[config.mk]
export PLATFORM = sky130hd
export DESIGN_NAME = if_id_queue_flat
export DESIGN_NICKNAME = d
export VERILOG_FILES = /design/src/rtl/if_id_queue_if.sv /design/src/rtl/if_id_queue.sv /design/src/flat_wrapper.sv
export SDC_FILE = /design/constraint.sdc
export NUM_CORES = 1
export LEC_CHECK = 0
export CAP_MARGIN = 20
export CORE_ASPECT_RATIO = 1.75
export CORE_MARGIN = 2
export CORE_UTILIZATION = 56
export CTS_BUF_LIST = sky130_fd_sc_hd__clkbuf_4 sky130_fd_sc_hd__clkbuf_8
export DETAILED_ROUTE_END_ITERATION = 8
export GPL_TIMING_DRIVEN = 0
export PLACE_DENSITY = 0.91
export SLEW_MARGIN = 20
export SYNTH_ARGS = -nofsm -noshare
export SYNTH_HDL_FRONTEND = slang
export SYNTH_SLANG_ARGS = --single-unit
[constraint.sdc]
create_clock -name clk -period 3.9 [get_ports clk]
set_input_delay 0.585 -clock clk [delete_from_list [all_inputs] [get_ports clk]]
set_output_delay 0.585 -clock clk [all_outputs]
set_load 0.01 [all_outputs]
[src/rtl/if_id_queue_if.sv]
// ---------------------------------------------------------------------------
// if_id_queue_if
// Handshake and payload bundle between fetch, the IF/ID queue and decode.
//   in_valid/in_ready/in_pc/in_inst     : fetch -> queue push channel
//   out_valid/out_ready/out_pc/out_inst : queue -> decode pop channel
// Modports:
//   slave  : the queue's view (consumes the push channel, drives the pop one)
//   master : the environment's view (fetch + decode side)
// ---------------------------------------------------------------------------
interface if_id_queue_if #(
  parameter int XLEN = 32
);
  logic            in_valid;
  logic            in_ready;
  logic [XLEN-1:0] in_pc;
  logic [XLEN-1:0] in_inst;
  logic            out_valid;
  logic            out_ready;
  logic [XLEN-1:0] out_pc;
  logic [XLEN-1:0] out_inst;

  modport slave (
    input  in_valid, in_pc, in_inst, out_ready,
    output in_ready, out_valid, out_pc, out_inst
  );

  modport master (
    output in_valid, in_pc, in_inst, out_ready,
    input  in_ready, out_valid, out_pc, out_inst
  );
endinterface

[src/rtl/if_id_queue.sv]
// ---------------------------------------------------------------------------
// if_id_queue
// Circular-buffer FIFO decoupling the fetch stage from decode. Entries are
// {pc, instruction} pairs. No fall-through: a pushed entry is visible to
// decode one cycle later at the earliest. flush discards everything and wins
// over push and pop. A sticky flag records any accepted misaligned PC.
// Ports:
//   clk          : rising-edge clock
//   rst_n        : asynchronous active-low reset
//   flush        : synchronous discard of all entries
//   bus          : push/pop handshake bundle (slave modport)
//   count        : number of occupied entries (registered)
//   err_misalign : sticky, set by an accepted push with pc[1:0] != 0
// ---------------------------------------------------------------------------
module if_id_queue #(
  parameter int DEPTH = 4,
  parameter int XLEN  = 32
) (
  input  logic                   clk,
  input  logic                   rst_n,
  input  logic                   flush,
  if_id_queue_if.slave           bus,
  output logic [$clog2(DEPTH):0] count,
  output logic                   err_misalign
);

  localparam int AW = $clog2(DEPTH);
  localparam int CW = AW + 1;
  localparam logic [CW-1:0] FULL_COUNT = CW'(DEPTH);

  // PC alignment check for 32-bit instructions
  function automatic logic is_misaligned(input logic [XLEN-1:0] pc);
    return (pc[1:0] != 2'b00);
  endfunction

  logic [XLEN-1:0] pc_mem_r   [DEPTH];
  logic [XLEN-1:0] inst_mem_r [DEPTH];
  logic [AW-1:0]   rd_ptr_r;
  logic [AW-1:0]   wr_ptr_r;
  logic [CW-1:0]   count_r;
  logic            out_valid_r;
  logic            err_r;

  logic            full_s;
  logic            in_ready_s;
  logic            push_s;
  logic            pop_s;
  logic [CW-1:0]   count_nxt_s;

  // rst_n gating keeps in_ready low for the whole reset, not just until
  // count settles; a full queue never accepts, even when popping this cycle.
  assign full_s     = (count_r == FULL_COUNT);
  assign in_ready_s = rst_n && !full_s && !flush;
  assign push_s     = bus.in_valid && in_ready_s;
  assign pop_s      = out_valid_r && bus.out_ready && !flush;

  // Next occupancy from the push/pop combination
  always_comb begin
    count_nxt_s = count_r;
    case ({push_s, pop_s})
      2'b10:   count_nxt_s = count_r + CW'(1);
      2'b01:   count_nxt_s = count_r - CW'(1);
      default: count_nxt_s = count_r;
    endcase
  end

  // Payload storage; not reset, only ever read under out_valid
  always_ff @(posedge clk) begin
    if (push_s) begin
      pc_mem_r[wr_ptr_r]   <= bus.in_pc;
      inst_mem_r[wr_ptr_r] <= bus.in_inst;
    end
  end

  // Pointers, occupancy and head-valid; flush overrides push and pop
  always_ff @(posedge clk or negedge rst_n) begin
    if (!rst_n) begin
      rd_ptr_r    <= {AW{1'b0}};
      wr_ptr_r    <= {AW{1'b0}};
      count_r     <= {CW{1'b0}};
      out_valid_r <= 1'b0;
    end else if (flush) begin
      rd_ptr_r    <= {AW{1'b0}};
      wr_ptr_r    <= {AW{1'b0}};
      count_r     <= {CW{1'b0}};
      out_valid_r <= 1'b0;
    end else begin
      // Power-of-two DEPTH lets the pointers wrap naturally
      if (push_s) begin
        wr_ptr_r <= wr_ptr_r + AW'(1);
      end
      if (pop_s) begin
        rd_ptr_r <= rd_ptr_r + AW'(1);
      end
      count_r     <= count_nxt_s;
      out_valid_r <= (count_nxt_s != {CW{1'b0}});
    end
  end

  // Sticky misalignment flag; survives flush, cleared only by reset
  always_ff @(posedge clk or negedge rst_n) begin
    if (!rst_n) begin
      err_r <= 1'b0;
    end else if (push_s && is_misaligned(bus.in_pc)) begin
      err_r <= 1'b1;
    end else begin
      err_r <= err_r;
    end
  end

  assign bus.in_ready  = in_ready_s;
  assign bus.out_valid = out_valid_r;
  assign bus.out_pc    = pc_mem_r[rd_ptr_r];
  assign bus.out_inst  = inst_mem_r[rd_ptr_r];
  assign count         = count_r;
  assign err_misalign  = err_r;

endmodule

[src/flat_wrapper.sv]
// flat-port wrapper written by rule: the top's interface ports become plain ports
module if_id_queue_flat 
#(
  parameter int DEPTH = 4,
  parameter int XLEN  = 32
)
  (clk, rst_n, flush, count, err_misalign, bus_in_valid, bus_in_pc, bus_in_inst, bus_out_ready, bus_in_ready, bus_out_valid, bus_out_pc, bus_out_inst);
  if_id_queue_if #(.XLEN(XLEN)) bus_i ();
  input  logic clk;
  input  logic rst_n;
  input  logic flush;
  output logic [$clog2(DEPTH):0] count;
  output logic err_misalign;
  input wire logic [$bits(bus_i.in_valid)-1:0] bus_in_valid;
  input wire logic [$bits(bus_i.in_pc)-1:0] bus_in_pc;
  input wire logic [$bits(bus_i.in_inst)-1:0] bus_in_inst;
  input wire logic [$bits(bus_i.out_ready)-1:0] bus_out_ready;
  output wire logic [$bits(bus_i.in_ready)-1:0] bus_in_ready;
  output wire logic [$bits(bus_i.out_valid)-1:0] bus_out_valid;
  output wire logic [$bits(bus_i.out_pc)-1:0] bus_out_pc;
  output wire logic [$bits(bus_i.out_inst)-1:0] bus_out_inst;
  assign bus_i.in_valid = bus_in_valid;
  assign bus_i.in_pc = bus_in_pc;
  assign bus_i.in_inst = bus_in_inst;
  assign bus_i.out_ready = bus_out_ready;
  assign bus_in_ready = bus_i.in_ready;
  assign bus_out_valid = bus_i.out_valid;
  assign bus_out_pc = bus_i.out_pc;
  assign bus_out_inst = bus_i.out_inst;
  if_id_queue #(.DEPTH(DEPTH), .XLEN(XLEN)) u_core (.clk(clk), .rst_n(rst_n), .flush(flush), .bus(bus_i), .count(count), .err_misalign(err_misalign));
endmodule
==> qor.yml, run 1 <==
status: "completed"
synth_area_leaders: "edfxtp_1 79%, mux4_2 15%, dfrtp_1 2.3%, buf_6 0.69%, ha_1 0.64%"
synth_top_family_by_area: "multiplexers"
synth_enable_flop_cells: 256
pwr-share-comb: 0.076
place_congestion: 0.715
finalCritPeriodShare: 0.754
synthTopCellsByCount: "256 x edfxtp_1, 64 x mux4_2, 9 x dfrtp_1, 8 x nor2_1"
synthXorXnorAreaFrac: 0.00358
cpMostUsedCell: "buf_6"
power_switching_uw: 1140
die_height_um: 179
grt_use_total: 0.191
finalSetupTns_ns: 0
clk_latency_ns: 0.51
critical_path_class: "register to primary output"
ys_seq_area_frac: 0.809
drive_above_1_share: 0.250
dr.pass1.iters: 4
ys.flop_type: "edfxtp_1"
worstMarginPinSlew_ns: 0.630
drt_wl_total_mm: 17.5
synth-async-reset-ratio: 0.0340
grt_max_degree: 37
drc: 0
critPathArrivalTime_ns: 2.36
synth_fa_ha_area_frac: 0.00844
synth_area_per_cell_sq_um: 25.3
io_buffers: 138
slew_headroom: 0.580
grt_pass1_vias: 5110
grt_pass1_wl_mm: 26.8
synth.distinct_cells: 26
finClkSkew_ns: 0.0257
antenna_found_initial: 0
dieArea_sq_um: 18600
synth-compound-area-share: 0.00409
rsz0062_at_grt: "no"
first_iter_violations: 222
power.internal_uw: 4540
overflow: 0
cts_buffer_depth: 3
hpwl_mm: 11.4
ios: 139
cts_root_buf: "clkbuf_8"
core_area_sq_um: 17300
leakage_uw: 0.00394
htree_levels: 2
max-vdd-ir-drop_mv: 0.309
synth-simple-area-share: 0.0118
avgRoutedWirePerCell_um: 21.2
crit_path_top_delay_cell: "mux4_2"
synth_top_cell_area_share: 0.786
cts_setup_buffers: 0
ant_nets: 0
required_ns: 3.31
synth.most_common_cell: "edfxtp_1"
nets: 642
timing.final.hold_violations: 0
swShare: 0.201
syn_to_final_growth_pct: 25.5
cts_buffers: 37
synth_mux_area_frac: 0.150
clock-sinks: 265
crit_chain: "buf_6 -> buf_6 -> mux4_2 -> clkdlybuf4s50_1"
place_inst: 759
syn_area_sq_um: 9780
holdWs_ns: 0.396
clkTransAtPathRegs_ns: 0.06
vias: 4517
die_w_um: 104
cp_max_fo: 10
syn_nets: 461
hold_class: "primary input to asynchronous set/reset pin"
antenna_cells: 0
drv_slew: 0
max-cap-violations: 0
tritoncts: "built"
cpPeakStageDelay_ns: 0.56
initial_utilization: 0.565
yosysWarningCount: 0
stdcell_count: 827
min_period_ns: 2.94
syn-instance-count: 386
fmax_mhz: 340
fin_util: 0.709
cp-end-kind: "primary output"
setup_viol: 0
cts_hold_buf: 0
p_per_area_nw_per_um2: 463
fp-row-count: 64
yosys.area.top_type: "edfxtp_1"
vias_per_cell: 5.46
ys_ff_latch: 265
p_clk_frac: 0.365
cts_resized: 0
start_kind: "register"
pwr-share-seq: 0.559
==> cells by family after synthesis <==
logic type                 count (synthesis)
and+or+nand+nor                           20
xor gates and xnor gates                   4
DFF                                      265
muxes                                     66
AOI/OAI and AO/OA                          6
buffers and inverters                     19
adders and majority gates                  6
==> worst paths after layout <==
kind                                                 start                               to  slack (ns)  cells after the start
min in group clk           u_core.err_misalign$_DFFE_PN0P_  u_core.err_misalign$_DFFE_PN0P_        0.51                      1
setup reg to reg                 u_core.count[2]$_DFF_PN0_   u_core.bus.out_valid$_DFF_PN0_        1.43                      8
hold / removal                                       rst_n  u_core.err_misalign$_DFFE_PN0P_        0.40                      1
setup / recovery            u_core.rd_ptr_r[0]$_DFFE_PN0P_                  bus_out_inst[2]        0.96                      4
hold reg to reg            u_core.err_misalign$_DFFE_PN0P_  u_core.err_misalign$_DFFE_PN0P_        0.51                      1
max in group asynchronous                            rst_n   u_core.rd_ptr_r[0]$_DFFE_PN0P_        3.16                      1
==> state kept, by name (all words and copies together), names as in the netlist <==
signal and count:
u_core.count 3, u_core.err_misalign 1, u_core.pc_mem_r 128, u_core.bus.out_valid 1, u_core.wr_ptr_r 2, u_core.rd_ptr_r 2, u_core.inst_mem_r 128
==> area by class of cell <==
type,instances,area [sq um]
Sequential cell,265,7910
Clock inverter,16,97.6
Timing Repair Buffer,142,1460
Inverter,4,15.0
Fill cell,1050,5020
Tap cell,231,289
Buffer,15,116
Clock buffer,52,634
Multi-Input combinational cell,102,1750
==> power groups by stage <==
| stage | Sequential [uW] | Clock (uW) | Combinational (uW) |
|---|---|---|---|
| 2_1_floorplan | 3240 | 0 | 190 |
| 3_3_place_gp | 3240 | 0 | 418 |
| 3_5_place_dp | 3240 | 0 | 436 |
| 4_1_cts | 3180 | 2120 | 439 |
| 5_1_grt | 3180 | 2220 | 460 |
| 6_report | 3180 | 2070 | 431 |
==> cell usage in the layout, fill, tap and decap left out <==
cell type and n:
edfxtp_1 256, clkdlybuf4s50_1 138, mux4_2 64, clkbuf_8 39, clkbuf_4 13, dfrtp_1 9
nor2_1 8, clkinv_1 8, buf_6 6, buf_2 6, clkinv_2 6, ha_1 5
inv_1 4, and2_4 4, buf_12 4, nand2_1 3, xor2_1 3, buf_4 2
o211ai_1 2, o21ai_0 2, clkbuf_1 1, mux2i_1 1, nor3b_2 1, nor3_4 1
nor3b_1 1, xnor2_1 1, or4_1 1, a21o_1 1, o21bai_1 1, mux2_2 1
nand3_1 1, fa_1 1, clkinvlp_4 1, bufinv_16 1
==> per-layer routing <==
metal / vias up / track usage / share of wire
met5: - / 0 / 0
met4: 0 / 0.0861 / 0.035
met3: 43 / 0.0331 / 0.046
met2: 141 / 0.356 / 0.56
met1: 2322 / 0.214 / 0.36
li1: 2011 / - / -
==> worst max-delay path, delay by kind of cell (launching register included) <==
| family | cells | cell delay, ns |
|---|---|---|
| flops | 1 | 0.38 |
| buf+inv | 3 | 0.91 |
| mux | 1 | 0.56 |
==> metrics by stage <==
stage / setup WS [ns] / total power, uW / instance area, sq um
finish: 0.958 / 5680 / 12300
global route: 0.765 / 5860 / 12300
CTS: 0.893 / 5730 / 12300
detailed placement: 0.463 / 3670 / 11500
global placement: -0.765 / 3650 / 11400
floorplan: 1.10 / 3430 / 9780
Power figures use the tool's default switching activity.
==> inputs of run 2 (changes only) <==
clock period = 3.1 ns   (was 3.9 ns; I/O delays follow)
==> results of run 2 <==
The final DEF is identical to that of run 1. Status: completed.
Main changes from that run: setup slack after placement 0.463 ns -> -0.217 ns; setup slack after layout 0.958 ns -> 0.278 ns; hold slack 0.396 ns -> 0.276 ns; register-to-register setup slack 1.43 ns -> 0.63 ns; total power 5680 uW -> 7140 uW; worst IR drop on VDD 0.309 mV -> 0.389 mV
